File: src/rtl/audio_pkg.sv
// Shared types and constants for the audio input path receivers.
package audio_pkg;

  typedef enum logic [1:0] {
    S_SYNC  = 2'd0,
    S_DELAY = 2'd1,
    S_SHIFT = 2'd2,
    S_DONE  = 2'd3
  } rx_state_e;

  localparam int unsigned MODE_I2S = 0;
  localparam int unsigned MODE_LJ  = 1;

  localparam logic CH_LEFT  = 1'b0;
  localparam logic CH_RIGHT = 1'b1;

endpackage

File: src/rtl/i2s_rx_stereo.sv
// I2S / left-justified stereo ADC receiver: deserialises each LRCK half-frame into a
// tagged word, holds the latest left/right pair and flags half-frames that end early.
module i2s_rx_stereo
  import audio_pkg::*;
#(
  parameter int unsigned DATA_WIDTH = 16,
  parameter int unsigned MODE       = 0,
  parameter int unsigned LEFT_LEVEL = 0
) (
  input  logic                  i_bclk,
  input  logic                  i_rst,
  input  logic                  i_adclrck,
  input  logic                  i_adcdat,
  input  logic                  i_err_clr,
  output logic [DATA_WIDTH-1:0] o_sample,
  output logic                  o_channel,
  output logic                  o_valid,
  output logic [DATA_WIDTH-1:0] o_left,
  output logic [DATA_WIDTH-1:0] o_right,
  output logic                  o_pair_valid,
  output logic                  o_short_err
);

  localparam int unsigned     CW       = $clog2(DATA_WIDTH + 1);
  localparam logic [CW-1:0]   FULL     = CW'(DATA_WIDTH);
  localparam logic            LEFT_BIT = 1'(LEFT_LEVEL);

  rx_state_e             state_q, state_d, cur_c;
  logic [CW-1:0]         cnt_q, cnt_d, cnt_base_c, cnt_inc_c;
  logic [DATA_WIDTH-1:0] shift_q, shift_d, word_c;
  logic                  ch_q, ch_d;
  logic                  lrck_q, armed_q, edge_c;
  logic                  commit_c, commit_ch_c, set_err_c;

  logic [DATA_WIDTH-1:0] sample_q, sample_d, left_q, left_d, right_q, right_d;
  logic                  channel_q, channel_d, valid_q, valid_d;
  logic                  pair_q, pair_d, err_q, err_d, last_left_q, last_left_d;

  // armed_q masks the first cycle after reset, when lrck_q has not yet tracked the pin
  assign edge_c = armed_q & (i_adclrck ^ lrck_q);

  always_comb begin
    state_d     = state_q;
    cnt_d       = cnt_q;
    shift_d     = shift_q;
    ch_d        = ch_q;
    cur_c       = state_q;
    cnt_base_c  = cnt_q;
    commit_c    = 1'b0;
    commit_ch_c = ch_q;
    word_c      = '0;
    set_err_c   = 1'b0;

    // An edge closes the running word (short if incomplete) and restarts capture.
    // In I2S mode the edge cycle itself is the one-bit delay slot.
    if (edge_c) begin
      if ((state_q == S_SHIFT || state_q == S_DELAY) && cnt_q < FULL) begin
        set_err_c = 1'b1;
        if (cnt_q != '0) begin
          commit_c = 1'b1;
          word_c   = shift_q << (FULL - cnt_q);
        end
      end
      ch_d       = (i_adclrck != LEFT_BIT);
      cur_c      = (MODE == MODE_I2S) ? S_DELAY : S_SHIFT;
      cnt_base_c = '0;
    end

    cnt_inc_c = cnt_base_c + CW'(1);

    case (cur_c)
      S_DELAY: begin
        state_d = S_SHIFT;
        cnt_d   = '0;
      end
      S_SHIFT: begin
        shift_d = {shift_q[DATA_WIDTH-2:0], i_adcdat};
        cnt_d   = cnt_inc_c;
        state_d = S_SHIFT;
        if (cnt_inc_c == FULL) begin
          commit_c    = 1'b1;
          commit_ch_c = ch_d;
          word_c      = {shift_q[DATA_WIDTH-2:0], i_adcdat};
          state_d     = S_DONE;
        end
      end
      default: state_d = cur_c;
    endcase
  end

  // Output registers: committed word, held stereo pair and sticky error
  always_comb begin
    valid_d     = commit_c;
    sample_d    = commit_c ? word_c : sample_q;
    channel_d   = commit_c ? commit_ch_c : channel_q;
    left_d      = (commit_c && commit_ch_c == CH_LEFT) ? word_c : left_q;
    right_d     = (commit_c && commit_ch_c == CH_RIGHT) ? word_c : right_q;
    pair_d      = commit_c && commit_ch_c == CH_RIGHT && last_left_q;
    last_left_d = commit_c ? (commit_ch_c == CH_LEFT) : last_left_q;
    err_d       = set_err_c | (err_q & ~i_err_clr);
  end

  always_ff @(posedge i_bclk or posedge i_rst) begin
    if (i_rst) begin
      state_q     <= S_SYNC;
      cnt_q       <= '0;
      shift_q     <= '0;
      ch_q        <= 1'b0;
      lrck_q      <= 1'b0;
      armed_q     <= 1'b0;
      sample_q    <= '0;
      channel_q   <= 1'b0;
      valid_q     <= 1'b0;
      left_q      <= '0;
      right_q     <= '0;
      pair_q      <= 1'b0;
      err_q       <= 1'b0;
      last_left_q <= 1'b0;
    end else begin
      state_q     <= state_d;
      cnt_q       <= cnt_d;
      shift_q     <= shift_d;
      ch_q        <= ch_d;
      lrck_q      <= i_adclrck;
      armed_q     <= 1'b1;
      sample_q    <= sample_d;
      channel_q   <= channel_d;
      valid_q     <= valid_d;
      left_q      <= left_d;
      right_q     <= right_d;
      pair_q      <= pair_d;
      err_q       <= err_d;
      last_left_q <= last_left_d;
    end
  end

  assign o_sample     = sample_q;
  assign o_channel    = channel_q;
  assign o_valid      = valid_q;
  assign o_left       = left_q;
  assign o_right      = right_q;
  assign o_pair_valid = pair_q;
  assign o_short_err  = err_q;

endmodule

File: config.mk
export PLATFORM = sky130hd
export DESIGN_NAME = i2s_rx_stereo
export DESIGN_NICKNAME = d
export VERILOG_FILES = /design/src/rtl/audio_pkg.sv /design/src/rtl/i2s_rx_stereo.sv
export SDC_FILE = /design/constraint.sdc
export NUM_CORES = 1
export LEC_CHECK = 0
export ABC_AREA = 1
export ABC_CLOCK_PERIOD_IN_PS = 7260
export BUFFER_PORTS_ARGS = -buffer_cell sky130_fd_sc_hd__clkbuf_2
export CAP_MARGIN = 20
export CORE_AREA = 3 3 65 112
export CTS_BUF_LIST = sky130_fd_sc_hd__clkbuf_8
export CTS_CLUSTER_SIZE = 30
export DETAILED_ROUTE_END_ITERATION = 12
export DIE_AREA = 0 0 68 115
export GPL_TIMING_DRIVEN = 0
export PLACE_DENSITY = 0.88
export SLEW_MARGIN = 15
export SYNTH_ARGS = -nofsm -noshare
export SYNTH_HDL_FRONTEND = slang
export SYNTH_SLANG_ARGS = --single-unit
File: constraint.sdc
create_clock -name i_bclk -period 7.26 [get_ports i_bclk]
set_input_delay 0.726 -clock i_bclk [delete_from_list [all_inputs] [get_ports i_bclk]]
set_output_delay 0.726 -clock i_bclk [all_outputs]
set_load 0.02 [all_outputs]
======== Word-level counts from Yosys, hierarchy flattened ========
Index checks and enable logic that the tools add are counted.
word-level totals
  output and inout bits ................... 52
  register bits ........................... 79
  input port bits ......................... 5
  word-level logic and storage cells ...... 56
cells by class
  bitwise logic cells ..................... 6
  order comparisons ....................... 1
  reduce and logical (&&, ||, !) cells .... 7
  muxes and demuxes ....................... 20
  $add $sub $neg .......................... 2
  equality and inequality tests ........... 5
  shift operators ......................... 1
operators by type and width
  kind                                                              number
  16-bit two-way mux                                                5
  16-bit by 5-bit << shifter with 16-bit output                     1
  1-bit two-way mux                                                 11
  5-bit case mux with 2 select lines                                1
  5-bit by 1-bit adder with 5-bit output (second input constant)    1
  5-bit == test (second input constant)                             1
  5-bit < comparator (second input constant)                        1
  5-bit two-way mux                                                 1
  5-bit nonzero test                                                1
  5-bit subtractor (first input constant)                           1
  2-bit by 1-bit == test with 1-bit output (second input constant)  2
  2-bit == test (second input constant)                             2
  1-bit logical AND                                                 4
  2-bit case mux with 2 select lines                                1
  1-bit bitwise AND                                                 2
  2-bit two-way mux                                                 1
  1-bit NOT                                                         2
  2-bit nonzero test                                                1
  1-bit logical OR                                                  1
  1-bit OR                                                          1
  1-bit XOR                                                         1

======== Logic depth before layout (Yosys ltp) ========
  depth in word-level cells ............... 9
  mapped depth ............................ 18
  mapped depth without buffers ............ 14

======== Worst setup path before layout ========
No wires, ideal clock.
  path kind ............................... input to register
  start point ............................. input i_adclrck
  end point ............................... register left_q[0] (netlist: o_left[0])
  required time ........................... 7195 ps
  path slack .............................. 4681 ps
  buffers on the path ..................... 3
  arrival ................................. 2514 ps
  stages .................................. 15
  library setup time ...................... 65 ps
  path through ............................ inv_1 nand2_2 nand3_4 inv_1 nor2_1 ha_1 buf_2 nand4_1 nor2_4 nand3_2 buf_6 a21oi_4 buf_4 nand2_1 nand2_1
on the way
  word-level cells in the longest chain between the ends .. 9
  elaborated cells on any way between the ends .. 18
  those cells by class .................... add/sub: 1; eq/ne: 2; mux: 11; bitwise: 3; reduce/logical: 1
RTL lines
  item                                    RTL line              text
  start, declared                         i2s_rx_stereo.sv:12   input logic i_adclrck,
  1-bit XOR                               i2s_rx_stereo.sv:40   assign edge_c = armed_q & (i_adclrck ^ lrck_q);
  1-bit bitwise AND                       i2s_rx_stereo.sv:40
  5-bit two-way mux                       i2s_rx_stereo.sv:56   if (edge_c) begin
  5-bit by 1-bit adder with 5-bit output  i2s_rx_stereo.sv:69   cnt_inc_c = cnt_base_c + CW'(1);
  5-bit == test                           i2s_rx_stereo.sv:80   if (cnt_inc_c == FULL) begin
  1-bit two-way mux                       i2s_rx_stereo.sv:80
  1-bit two-way mux                       i2s_rx_stereo.sv:71   case (cur_c)
  1-bit NOT                               i2s_rx_stereo.sv:96   left_d = (commit_c && commit_ch_c == CH_LEFT) ? word_c : left_q;
  1-bit logical AND                       i2s_rx_stereo.sv:96
  end signal, assigned                    i2s_rx_stereo.sv:129  left_q <= left_d;
  end, declared                           i2s_rx_stereo.sv:35   logic [DATA_WIDTH-1:0] sample_q, sample_d, left_q, left_d, right_q, right_d;
Parallel ways exist; a longest one is shown, timed or not.
A chain may end at the register's enable or synchronous reset.

======== Worst setup path after layout ========
  start point ............................. register cnt_q[0]
  end point ............................... register right_q[13] (netlist: o_right[13])
on the way
  word-level cells in the longest chain between the ends .. 7
  elaborated cells on any way between the ends .. 21
  those cells by class .................... add/sub: 2; order compare: 1; eq/ne: 1; shift: 1; mux: 13; reduce/logical: 3
RTL lines
  item                                                                   RTL line                                  text
  start, declared                                                        i2s_rx_stereo.sv:29                       logic [CW-1:0] cnt_q, cnt_d, cnt_base_c, cnt_inc_c;
  start signal, assigned                                                 i2s_rx_stereo.sv:121                      cnt_q <= cnt_d;
  5-bit subtractor (tied with other cells)                               i2s_rx_stereo.sv:61                       word_c = shift_q << (FULL - cnt_q);
  16-bit by 5-bit << shifter with 16-bit output (tied with other cells)  i2s_rx_stereo.sv:61
  16-bit two-way mux / 1-bit two-way mux (equally long branches)         i2s_rx_stereo.sv:59, i2s_rx_stereo.sv:57
  16-bit two-way mux / 1-bit two-way mux (equally long branches)         i2s_rx_stereo.sv:57, i2s_rx_stereo.sv:56
  16-bit two-way mux / 1-bit two-way mux (equally long branches)         i2s_rx_stereo.sv:56, i2s_rx_stereo.sv:80
  16-bit two-way mux / 1-bit two-way mux (equally long branches)         i2s_rx_stereo.sv:80, i2s_rx_stereo.sv:71
  16-bit two-way mux / 1-bit logical AND (equally long branches)         i2s_rx_stereo.sv:71, i2s_rx_stereo.sv:97
  end signal, assigned                                                   i2s_rx_stereo.sv:130                      right_q <= right_d;
  end, declared                                                          i2s_rx_stereo.sv:35
Parallel ways exist; a longest one is shown, timed or not.

==> out/metrics.yaml <==
status: "finished clean"
drt-total-wl_microns: 10200
grt_pass1_vias: 3705
dieWidth_microns: 68
crit_path_start_kind: "flip-flop"
port-buffer-count: 56
finalSetupTns_ps: 0
antenna_found_initial: 0
hpwl_microns: 8110
h-tree-depth: 3
insertion_delay_ps: 370
synth_cell_types: 31
synth-seq-cells: 79
min_period_ps: 3020
cts_buffers: 9
yosysWarnings: 0
cts_buffer_depth: 2
hold_ws_ps: 334
hold_viol: 0
cp.required_ps: 7520
p_sw_frac: 0.451
routed_via_density: 5.49
p_leak_nw: 2.64
firstDrtPassIters: 6
grt_first_pass_wirelength_microns: 17000
nNetsFinal: 614
antenna_left: 0
critical_path_class: "reg2reg"
power_frac_clock: 0.176
drcViolationCount: 0
worst-path-max-fanout: 10
ctsHoldBuffers: 0
clkTransAtPathRegs_ps: 80
drtIter0Drc: 269
p_sw_w: 0.000793
wl_per_cell_microns: 14.9
fin_crit_sh: 0.416
cts_tree: "done"
syn_avg_cell_area_sq_um: 7.61
diodes: 0
grt_max_degree: 51
endpoint_kind: "flip-flop"
combPwrFrac: 0.461
die_area_sq_um: 7820
drv_slew: 0
layout-drive-gt1-share: 0.166
io_pins: 57
clock_skew_ps: 6.07
maxCapViolCount: 0
die_y_microns: 115
p_int_w: 0.000965
rows: 39
min_path_type: "in2async"
setup_violations: 0
clock_sink_count: 79
track_usage: 0.289
syn_to_final_growth_pct: 14.5
grt-ovfl-total: 0
postCtsSetupBuffers: 0
finalWeightedCongestion: 0.959
p_per_area_nw_per_um2: 377
max_freq_mhz: 331
coreArea_sq_um: 6540
vias: 3780
rsz0062_at_grt: "false"
arrival_ps: 3280
clk_root_buffer_cell: "clkbuf_8"
synth_nets: 546
cts_resized: 0
ys_seq_area_frac: 0.485
syn-cell-area_sq_um: 4070
syn_inst: 535
initial_utilization: 0.623
power_frac_seq: 0.363
ir_drop_v: 0.000206
logic make-up after synthesis:
family / synth area share
AO/OA/AOI/OAI: 0.0587
XOR/XNOR: 0.00215
adder cells (fa/ha/maj): 0.0184
buffers and inverters: 0.0626
flip-flops: 0.485
other: 0.000920
AND/OR/NAND/NOR: 0.372
cells in the mapped netlist:
master	instances	area, sq um
nor2_4	1	11.3
nand2_2	4	25.0
a21oi_4	2	32.5
dfrtp_1	79	1980
o211ai_1	3	22.5
buf_2	9	45.0
buf_6	1	11.3
nor2_2	2	12.5
clkbuf_1	8	30.0
buf_4	6	45.0
nand2_1	210	788
nand3b_1	3	22.5
o32ai_1	1	8.76
buf_1	3	11.3
inv_2	1	3.75
a21oi_1	11	55.1
nand3_1	102	510
or2_2	2	12.5
nor3_1	1	5.00
nand3_4	1	17.5
o21ai_0	20	100
o22ai_1	2	12.5
ha_1	6	75.1
nor2_1	20	75.1
o21a_1	1	7.51
clkinv_1	1	3.75
xnor2_1	1	8.76
inv_1	28	105
nand4_1	4	25.0
conb_1	1	3.75
nand3_2	1	10.0
area by class of cell:
cell class / count / area (sq um)
fill: 536 / 1870
inverter: 30 / 115
clock inverter: 6 / 55.1
tap: 82 / 103
timing repair buffer: 57 / 308
buffer: 27 / 143
multi-input combinational: 399 / 1840
sequential: 79 / 1980
clock buffer: 9 / 124
metrics by stage:
step           setup WS, ps  area, sq um   util  cells  power (W)
6_report               4240         4670  0.714    689    0.00176
5_1_grt                4000         4670  0.714    689    0.00190
4_1_cts                4300         4670  0.714    689    0.00175
3_5_place_dp           4080         4490  0.686    674    0.00144
3_3_place_gp           3770         4460  0.682    673    0.00142
2_1_floorplan          4510         4070      -    535    0.00122
power by group through the flow:
| stage | clock [W] | sequential [W] | combinational [W] |
|---|---|---|---|
| final | 0.000309 | 0.000638 | 0.000811 |
| after global routing | 0.000331 | 0.000649 | 0.000916 |
| after CTS | 0.000313 | 0.000634 | 0.000805 |
| after detailed placement | 0 | 0.000643 | 0.000801 |
| after global placement | 0 | 0.000638 | 0.000780 |
| after floorplan | 0 | 0.000672 | 0.000545 |
placed cells by master (no fill, tap or decap), types with 4 or more instances in the layout:
cell and count:
nand3_1 102, buf_4 6, nand2_1 210, nand2_2 4
nand4_1 4, o21ai_0 20, clkbuf_8 9, inv_1 29
clkbuf_2 56, buf_2 9, nor2_1 20, clkbuf_1 8
dfrtp_1 79, a21oi_1 11, ha_1 6
critical path: stages, from the launching register on:
cell and delay, ps:
dfrtp_1 370, buf_2 220, inv_2 50, buf_4 170, buf_4 180, ha_1 300, clkbuf_1 180, inv_1 200
clkbuf_1 390, nand3_1 130, nand2_1 110, nand2_1 80, o211ai_1 140, nand2_1 80, nand2_1 90, nand2_1 90
nand2_1 80, nand2_1 40
sequential cells by signal, indices dropped and copies added, names as in the netlist, 2 cells and up:
register / flops
cnt_q: 5
shift_q: 16
o_right: 16
o_sample: 16
state_q: 2
o_left: 16
routing by layer:
layer	share of wire	global-route usage	routed length, microns	up-vias
met2	0.54	0.509	5550	119
met3	0.042	0.0587	432	34
met4	0.036	0.141	371	0
li1	-	-	-	1874
met1	0.38	0.318	3890	1753
met5	0	0	0	-
path summary, 6_finish.rpt:
path / start / to / slack [ps] / cells past startpoint
worst max register to register: cnt_q[0] / o_right[13] / 4240 / 17
min in group i_bclk: o_right[4] / o_right[4] / 480 / 2
worst max-delay path: cnt_q[0] / o_right[13] / 4240 / 17
worst min-delay path: i_rst / ch_q / 330 / 2
max in group asynchronous: i_rst / shift_q[14] / 6350 / 3
worst min register to register: o_right[4] / o_right[4] / 480 / 2
Note: power is estimated with default switching activity, not from simulation.
